--- config.mk ---
export PLATFORM = sky130hd
export DESIGN_NAME = piso_tx
export DESIGN_NICKNAME = d
export VERILOG_FILES = /design/src/rtl/piso_tx.sv
export SDC_FILE = /design/constraint.sdc
export NUM_CORES = 1
export LEC_CHECK = 0
export CAP_MARGIN = 25
export CORE_AREA = 2 2 39 41
export CTS_CLUSTER_SIZE = 25
export DETAILED_ROUTE_END_ITERATION = 16
export DIE_AREA = 0 0 41 43
export MAX_ROUTING_LAYER = met4
export PLACE_DENSITY = 0.59
export SLEW_MARGIN = 20
export SYNTH_ARGS = -nofsm -noshare
export SYNTH_HDL_FRONTEND = slang
export SYNTH_SLANG_ARGS = --single-unit
--- constraint.sdc ---
create_clock -name clk -period 1.9 [get_ports clk]
set_input_delay 0.57 -clock clk [delete_from_list [all_inputs] [get_ports clk]]
set_output_delay 0.57 -clock clk [all_outputs]
set_load 0.005 [all_outputs]
--- src/rtl/piso_tx.sv ---
// Parallel-in serial-out transmitter. Takes a word over a valid/ready handshake
// and shifts it out one bit per clock, with a gapless reload on the last bit.
module piso_tx #(
    parameter int WIDTH     = 4,
    parameter int MSB_FIRST = 0
) (
    input  logic             clk,
    input  logic             rst,
    input  logic             load_valid,
    output logic             load_ready,
    input  logic [WIDTH-1:0] din,
    output logic             dout,
    output logic             dout_valid,
    output logic             dout_last,
    output logic             busy
);

    localparam int             CW   = $clog2(WIDTH);
    localparam logic [CW-1:0]  LAST = CW'(WIDTH - 1);

    typedef enum logic {
        IDLE,
        SHIFT
    } state_t;

    state_t           state, state_nxt;
    logic [WIDTH-1:0] shreg, shreg_nxt;
    logic [CW-1:0]    cnt, cnt_nxt;
    logic             ready_en;
    logic             accept;
    logic             at_last;

    // ready_en keeps load_ready low until one full edge has passed after reset release
    always_ff @(posedge clk or negedge rst) begin
        if (!rst) begin
            state    <= IDLE;
            shreg    <= '0;
            cnt      <= '0;
            ready_en <= 1'b0;
        end else begin
            state    <= state_nxt;
            shreg    <= shreg_nxt;
            cnt      <= cnt_nxt;
            ready_en <= 1'b1;
        end
    end

    assign at_last    = (state == SHIFT) && (cnt == LAST);
    assign load_ready = rst && ready_en && ((state == IDLE) || at_last);
    assign accept     = load_valid && load_ready;

    always_comb begin
        state_nxt = state;
        shreg_nxt = shreg;
        cnt_nxt   = cnt;
        case (state)
            IDLE: begin
                if (accept) begin
                    shreg_nxt = din;
                    cnt_nxt   = '0;
                    state_nxt = SHIFT;
                end
            end
            SHIFT: begin
                if (cnt == LAST) begin
                    cnt_nxt = '0;
                    if (accept) begin
                        shreg_nxt = din;
                    end else begin
                        shreg_nxt = '0;
                        state_nxt = IDLE;
                    end
                end else begin
                    // The output end is bit 0 for LSB-first and the top bit for MSB-first
                    if (MSB_FIRST != 0) begin
                        shreg_nxt = {shreg[WIDTH-2:0], 1'b0};
                    end else begin
                        shreg_nxt = {1'b0, shreg[WIDTH-1:1]};
                    end
                    cnt_nxt = cnt + CW'(1);
                end
            end
            default: begin
                state_nxt = IDLE;
                shreg_nxt = '0;
                cnt_nxt   = '0;
            end
        endcase
    end

    assign busy       = (state == SHIFT);
    assign dout_valid = (state == SHIFT);
    assign dout_last  = at_last;
    assign dout       = (state == SHIFT) ? ((MSB_FIRST != 0) ? shreg[WIDTH-1] : shreg[0]) : 1'b0;

endmodule

Word level (Yosys, flattened, before mapping) --
Cells that the tools add are included.
Operators by class: add/subtract/negate cells 1, eq/ne operators 2, muxes and demuxes 11, bitwise operators 1, reductions and logical operators 5
Operators by type and width (number):
- $mux 4 | 3
- $pmux 4 s2 | 1
- $logic_and 1x1->1 | 4
- $mux 2 | 2
- $pmux 2 s2 | 1
- $mux 1 | 3
- $add 2x1->2 const B | 1
- $eq 2x2->1 const B | 1
- $ne 2x2->1 const B | 1
- $pmux 1 s2 | 1
- $logic_or 1x1->1 | 1
- $not 1->1 | 1
Word-level totals: register bits 8, output and inout bits 5, logic and storage cells 24

Depth between registers and ports, before layout --
Gate-level depths: netlist of the first run.
word-level depth 8, mapped depth 5

Least setup slack after synthesis of the first run --
No wires, ideal clock.
path kind register to output, from register cnt[0], to output port load_ready, data arrival time 0.936 ns, required time 1.330 ns, setup slack 0.394 ns, cell stages (with the launch flop) 4, buffers on the path 0, path through dfrtp_1 -> ha_1 -> nand2b_2 -> and3_1
Between the ends: word-level cells in the longest chain between the ends 4
RTL lines:
- start, declared | line 28 | logic [CW-1:0] cnt, cnt_nxt;
- start signal, assigned | line 43 | cnt <= cnt_nxt;
- $eq 2x2->1 | line 48 | assign at_last = (state == SHIFT) && (cnt == LAST);
- $logic_and 1x1->1 | line 48
- $logic_or 1x1->1 | line 49 | assign load_ready = rst && ready_en && ((state == IDLE) || at_last);
- $logic_and 1x1->1 | line 49
- end, declared | line 10 | output logic load_ready,
Every way passes these cells.

Worst setup path in the final report of the first run --
from register state (netlist: busy), to output port busy
RTL lines:
- start, declared | line 26 | state_t state, state_nxt;
- start signal, assigned | line 41 | state <= state_nxt;
- end, declared | line 15 | output logic busy
No word-level cell between the ends.

==> impl_metrics.yaml, run 1 <==
global_routing:
  globalRouteOverflowTotal: 0
  grt_pass1_vias: 303
  antenna_found_initial: 0
  grt_use_met1: 0.152
  track_usage: 0.121
  busiest_layer: "met2"
  use_met2: 0.156
  grt_pass1_wl_mm: 1.34
  grt_max_degree: 11
  grt_use_met3: 0.0314
cts:
  max-clock-path-buffers: 2
  htree_levels: 1
  clkLatencyLatePin_ns: 0.25
  clk_pin_slew_ns: 0.06
  clockRootBuffer: "clkbuf_4"
  clock-sinks: 8
  cts_tree: "done"
  cts_hold_buf: 0
  cts_made_buffers: 3
synthesis:
  ys_seq_area_frac: 0.516
  avgSynthCellArea_um2: 11.8
  yosysTopAreaCellShare: 0.516
  synth.net_count: 41
  synth_seq_cells: 8
  synth_cells: 33
  synth-edff-count: 0
  syn-cell-area_um2: 388
  yosys_warnings: 0
  synth-main-ff-cell: "dfrtp_1"
  async_reset_ff_frac: 1.00
  synth.distinct_cells: 18
  netlist_top_cells_count: "dfrtp_1 (8), and2_1 (5), a221o_1 (3), nand2_1 (2), o21ai_0 (2)"
  ys_top_cells_by_area: "dfrtp_1 (52%), and2_1 (8.1%), a221o_1 (7.7%)"
  yosys.area.top_type: "dfrtp_1"
  synth_most_common_cell: "dfrtp_1"
drt:
  dr.pass1.iters: 2
  drcViolationCount: 0
  wl_per_cell_um: 11.2
  drt-initial-drc-count: 3
  antenna_left: 0
  vias_per_cell: 4.52
  vias: 298
  wirelength_um: 738
setup_path:
  crit_fanout: 4
  critPathLaunchType: "flip-flop"
  worst_ep_required_time_ns: 1.33
  crit_type: "flip-flop to output port"
  worstPathArrival_ns: 1.28
  end_kind: "output port"
sta:
  hold_viol: 0
  max_freq_mhz: 540
  clock_skew_ns: 0.00723
  setup_slack_ns: 0.0465
  period_share: 0.976
  tns_ns: 0
  setup_viol: 0
  period_minus_slack_ns: 1.85
  slew_viol_final: 0
  hold_ws_ns: 0.373
cells_and_area:
  area_growth_syn_to_layout_pct: 48.7
  fin_area_um2: 577
  fin_nets: 60
  utilization: 0.417
  drive_above_1_share: 0.300
  seqCellArea_um2: 200
  multi_input_area_um2: 176
  num_antenna_cells: 0
  fin_cells: 66
  final.fill_count: 139
floorplan:
  die_area_mm2: 0.00176
  num_rows: 14
  dieWidth_um: 41
  start_util: 0.280
  core_area_mm2: 0.00138
  fp.dieH_um: 43
  ios: 12
power:
  power.leakage_nw: 0.298
  power.total_uw: 728
  p_per_area_mw_per_mm2: 1260
  ir_drop_uv: 327
placement:
  placed_cells: 62
  routabilityCongestion: 0.697
  place_area_um2: 542
  io_buffers: 11
  place_ws_ns: -0.368
  hpwl_um: 566
run_status:
  status: "finished, final reports clean"
flow_run:
  drv_cap: 0
hold_path:
  hp-class: "primary input to asynchronous set/reset pin"
[cells in the final DEF, fill, tap and decap left out, types with 2 or more instances in the layout]
cell and instances:
a221o_1 3, and2_1 5, buf_4 3, clkbuf_2 2
clkbuf_4 3, clkdlybuf4s50_1 6, dfrtp_1 8, dlymetal6s2s_1 2
nand2_1 2, o21ai_0 2
[logic make-up after synthesis]
kind of cell    after synthesis  synth area share
fa+ha+maj                     1            0.0323
mux                           1            0.0387
other cells                   1           0.00967
compound gates                6             0.119
simple gates                 14             0.236
flops                         8             0.516
buf+inv                       2            0.0484
[state kept, by name, indices dropped and copies added, names as in the netlist]
register,cells
busy,1
ready_en,1
cnt,2
shreg,4
[metal layers]
layer | share of wire | wire length (µm)
met3 | 0.058 | 43
met4 | 0.015 | 11
met1 | 0.46 | 341
met2 | 0.46 | 341
met5 | 0 | 0
[timing repair]
action / CTS / global route
endpoints found under the setup margin: 2 / 5
resized for setup: 7 / 5
pin swaps: 1 / 2
buffers inserted: 0 / 1
[critical path, stage by stage, from the launching register on]
cell	delay (ns)
dfrtp_1	0.43
buf_6	0.12
clkdlybuf4s50_1	0.48
[cell type report]
class | instances | area share
Clock buffer | 3 | 0.0390
Multi-Input combinational cell | 23 | 0.306
Tap cell | 16 | 0.0347
Timing Repair Buffer | 16 | 0.273
Sequential cell | 8 | 0.347
[power by group]
group          switching (mW)  internal, mW  leakage, nW  total [mW]
Combinational           0.118         0.205        0.182       0.323
Sequential             0.0434         0.231        0.102       0.274
Clock                  0.0590        0.0724       0.0138       0.131
Total                   0.220         0.508        0.298       0.728
[path summary, 6_finish.rpt]
check,start,endpoint,slack [ns],cells past startpoint
max in group asynchronous,rst,shreg[0],1.38,2
min,rst,cnt[0],0.37,2
max reg2reg,cnt[0],shreg[2],0.41,5
max,busy,busy,0.05,2
min in group clk,shreg[2],shreg[1],0.51,1
min reg2reg,shreg[2],shreg[1],0.51,1
Power figures use the tool's default switching activity.
==> inputs of run 2 (changes only) <==
--- a/config.mk
+++ b/config.mk
@@ -10,6 +10,7 @@
 export CTS_CLUSTER_SIZE = 25
 export DETAILED_ROUTE_END_ITERATION = 16
 export DIE_AREA = 0 0 41 43
+export GPL_ROUTABILITY_DRIVEN = 0
 export MAX_ROUTING_LAYER = met4
 export PLACE_DENSITY = 0.59
 export SLEW_MARGIN = 20
==> results of run 2 <==
The final DEF is identical to that of run 1; final timing and power are the same.
